`config.mk`:
```
export PLATFORM = sky130hd
export DESIGN_NAME = dot_product_accel
export DESIGN_NICKNAME = d
export VERILOG_FILES = /design/src/rtl/dot_product_accel.sv
export SDC_FILE = /design/constraint.sdc
export NUM_CORES = 2
export LEC_CHECK = 0
export CAP_MARGIN = 20
export CORE_MARGIN = 10
export CORE_UTILIZATION = 60
export DETAILED_ROUTE_END_ITERATION = 10
export PLACE_DENSITY = 0.83
export SLEW_MARGIN = 10
export SYNTH_ARGS = -nofsm -noshare
export SYNTH_HDL_FRONTEND = slang
export SYNTH_SLANG_ARGS = --single-unit
```
`constraint.sdc`:
```
create_clock -name clk -period 37.7 [get_ports clk]
set_clock_uncertainty 0.05 [all_clocks]
set_input_delay 5.655 -clock clk [delete_from_list [all_inputs] [get_ports clk]]
set_output_delay 5.655 -clock clk [all_outputs]
set_load 0.05 [all_outputs]
```
`src/rtl/dot_product_accel.sv`:
```
// dot_product_accel: sequential 8-element signed 32x32 dot product, one MAC per cycle
module dot_product_accel (
    input  logic        clk,
    input  logic        rst,
    input  logic        start,
    input  logic [31:0] a0,
    input  logic [31:0] a1,
    input  logic [31:0] a2,
    input  logic [31:0] a3,
    input  logic [31:0] a4,
    input  logic [31:0] a5,
    input  logic [31:0] a6,
    input  logic [31:0] a7,
    input  logic [31:0] b0,
    input  logic [31:0] b1,
    input  logic [31:0] b2,
    input  logic [31:0] b3,
    input  logic [31:0] b4,
    input  logic [31:0] b5,
    input  logic [31:0] b6,
    input  logic [31:0] b7,
    output logic        done,
    output logic [63:0] result
);
    typedef enum logic [1:0] {IDLE, RUN, DONE} state_t;
    state_t state, state_nxt;
    logic signed [31:0] a_r [8];
    logic signed [31:0] b_r [8];
    logic signed [63:0] acc, prod, sum;
    logic [2:0] idx;
    logic load, last;
    always_comb begin
        load = (state != RUN) && start;
        last = (state == RUN) && (idx == 3'd7);
        prod = 64'(a_r[idx]) * 64'(b_r[idx]);
        sum = acc + prod;
        state_nxt = (state == RUN) ? (last ? DONE : RUN) : (start ? RUN : state);
    end
    always_ff @(posedge clk) begin
        if (!rst)
            state <= IDLE;
        else
            state <= state_nxt;
    end
    // operands are only captured on an accepted start, so port changes mid-run are invisible
    always_ff @(posedge clk) begin
        if (!rst) begin
            acc    <= '0;
            idx    <= '0;
            done   <= 1'b0;
            result <= '0;
        end else if (load) begin
            a_r  <= '{a0, a1, a2, a3, a4, a5, a6, a7};
            b_r  <= '{b0, b1, b2, b3, b4, b5, b6, b7};
            acc  <= '0;
            idx  <= '0;
            done <= 1'b0;
        end else if (state == RUN) begin
            acc <= sum;
            idx <= idx + 3'd1;
            if (last) begin
                result <= sum;
                done   <= 1'b1;
            end
        end
    end
endmodule

```
==> results_dict.tcl <==
set metrics [dict create \
    cts_buffer_depth 3 \
    grt_overflow 0 \
    track_usage 0.3482 \
    cp.arrival_ns 12.71 \
    nets 8104 \
    period_share 0.3228 \
    first_global_vias 49830 \
    syn-cell-area_um2 63240 \
    synth-async-reset-ratio 0 \
    whs_ns 0.4055 \
    timing_hold_violations_final 0 \
    dpl.hpwl_mm 157.6 \
    status "completed" \
    seqCellArea_um2 18070 \
    routedWlPerCell_um 27.40 \
    min_from "result[41]$_SDFFE_PN0P_" \
    final_layout_size_suffix_gt1_frac 0.06682 \
    clk_pin_slew_ns 0.07 \
    fin_tns_setup_ns 0 \
    htreeDepth 3 \
    grt_antenna_before_repair 33 \
    worst_pin_slew_ns 1.136 \
    critPathSlowestCell "fa_1" \
    ys_types 70 \
    r2r_start "idx[0]$_SDFFE_PP0P_" \
    ant_nets 0 \
    critPathMaxFanout 37 \
    grt_max_degree 187 \
    die_y_um 344.7 \
    routed_wirelength_mm 209.5 \
    insertion_delay_ns 0.70 \
    synth_nets 7611 \
    finalMaxSlewViolations 0 \
    r2r_cells 32 \
    tritoncts "yes" \
    slew_headroom 0.2280 \
    hold_end "result[41]$_SDFFE_PN0P_" \
    die_w_um 344.7 \
    cp-end-kind "flip-flop" \
    synth_area_leaders "fa_1, edfxtp_1, inv_1" \
    start_util 0.6024 \
    drc 0 \
    postCtsSetupBuffers 0 \
    num-fill-cells 7172 \
    dr.pass1.iters 6 \
    ys_seq_area_frac 0.2855 \
    r2r_slack_ns 25.53 \
    min_period_ns 12.17 \
    crit_type "reg -> reg" \
    cpPeakStageDelay_ns 0.85 \
    die_area_um2 118800 \
    fmax_mhz 82.18 \
    holdPathStages 2 \
    setup_viol 0 \
    critPathLaunchType "flip-flop" \
    finalWorstSetupSlack_ns 25.53 \
    yosys.area.top_type_share 0.3830 \
    hold_buffers 0 \
    vias_per_cell 5.995 \
    multiInputGateArea_um2 39560 \
    min_path_type "reg -> reg" \
    gp_congestion 0.9861 \
    synth_edf_count 512 \
    reg2reg_to "result[63]$_SDFFE_PN0P_" \
    rsz0062_at_grt "no" \
    cpMostUsedCell "fa_1" \
    yosysWarnings 0 \
    cts.root.buffer_cell "clkbuf_16" \
    avgSynthCellArea_um2 11.16 \
    ys.flop_type "edfxtp_1" \
    rows 119 \
    drtIter0Drc 5315 \
    synth_top_cell_by_area "fa_1" \
    portBuffers 579 \
    numCtsBuffers 70 \
    vias 45850 \
    io_pins 580 \
    cts_resized 0 \
    max_cap_violations 0 \
    place_ws_ns 25.61 \
    syn_inst 5666 \
    cts_sinks 646 \
    critPathRequiredTime_ns 38.25 \
    synth_seq_cells 646 \
    utilization 0.6966 \
    area_growth_syn_to_layout_pct 15.62 \
    core-area_um2 105000 \
    grt_pass1_wl_mm 303.2 \
]
stage by stage:
step,cells,instance area (um2)
after detailed placement,7477,70640
after global routing,7632,73080
final,7647,73120
after floorplan,5666,63240
after CTS,7601,72990
after global placement,7477,70640
sequential cells by signal (all words and copies together), names as in the netlist:
signal  cells
a_r       256
idx         3
acc        64
result     64
b_r       256
state       2
done        1
kinds of logic (layout without fill, tap and decap cells):
| family | count (synthesis) | after routing | share of synthesized area |
|---|---|---|---|
| AO/OA/AOI/OAI | 340 | 340 | 0.03340 |
| XOR/XNOR | 77 | 77 | 0.01066 |
| adder cells (fa/ha/maj) | 1430 | 1430 | 0.4266 |
| buffers and inverters | 1530 | 2075 | 0.09115 |
| flip-flops | 646 | 646 | 0.2855 |
| multiplexers | 237 | 237 | 0.06393 |
| other | 0 | 45 | 0 |
| AND/OR/NAND/NOR | 1406 | 1406 | 0.08874 |
Yosys cell counts, drive strengths merged, types with 66 or more instances:
master,number
a21oi,157
clkbuf,206
dfxtp,134
edfxtp,512
fa,1210
ha,220
inv,1286
mux4,128
nand2,764
nor2,502
o21ai,66
routing by layer:
metal	wire (um)	global-route usage	vias to the layer above
li1	-	-	18380
met1	62730	0.3824	23010
met2	104900	0.5777	3352
met3	23310	0.1026	1095
met4	18500	0.2466	14
met5	91	0.0004083	-
placed cells by master (no fill, tap or decap), types with 13 or more instances in the layout:
cell,instances
a211oi_1,15
a21o_1,24
a21oi_1,154
and2_1,44
buf_4,83
clkbuf_16,70
clkdlybuf4s50_1,579
clkinv_1,15
dfxtp_1,131
diode_2,45
edfxtp_1,512
fa_1,1210
ha_1,220
inv_1,1286
mux2_2,54
mux2i_1,37
mux4_2,128
nand2_1,760
nand3_1,28
nand4_1,13
nor2_1,501
o21ai_0,54
xnor2_1,55
xor2_1,22
worst max path at each step:
stage                   startpoint                      end  slack (ns)  cells after the start
2_1_floorplan                  rst         a_r[0]$_DFFE_PP_        8.76                      4
3_3_place_gp   idx[0]$_SDFFE_PP0P_  result[58]$_SDFFE_PN0P_       25.85                     30
3_5_place_dp   idx[0]$_SDFFE_PP0P_     acc[63]$_SDFFE_PP0P_       25.61                     31
4_1_cts        idx[0]$_SDFFE_PP0P_  result[63]$_SDFFE_PN0P_       25.53                     31
5_1_grt        idx[0]$_SDFFE_PP0P_  result[63]$_SDFFE_PN0P_       24.81                     32
6_report       idx[0]$_SDFFE_PP0P_  result[63]$_SDFFE_PN0P_       25.53                     32
critical path, delay by kind of cell, from the launching register on:
family          cells  cell delay [ns]
fa+ha+maj           9             4.87
simple gates        5             1.01
xor+xnor            1             0.17
buf+inv            11             3.28
compound gates      4             0.94
mux                 2             0.79
flops               1             0.78
final cells by class:
class | instances | area share
multi-input combinational | 3490 | 0.5411
clock inverter | 48 | 0.007649
timing repair buffer | 664 | 0.08833
inverter | 1287 | 0.06607
tap | 1391 | 0.02380
sequential | 646 | 0.2471
antenna | 45 | 0.001540
clock buffer | 76 | 0.02440
Power is not shown: default switching activity piles up to over one toggle a cycle in this logic, so the estimate is an artifact.
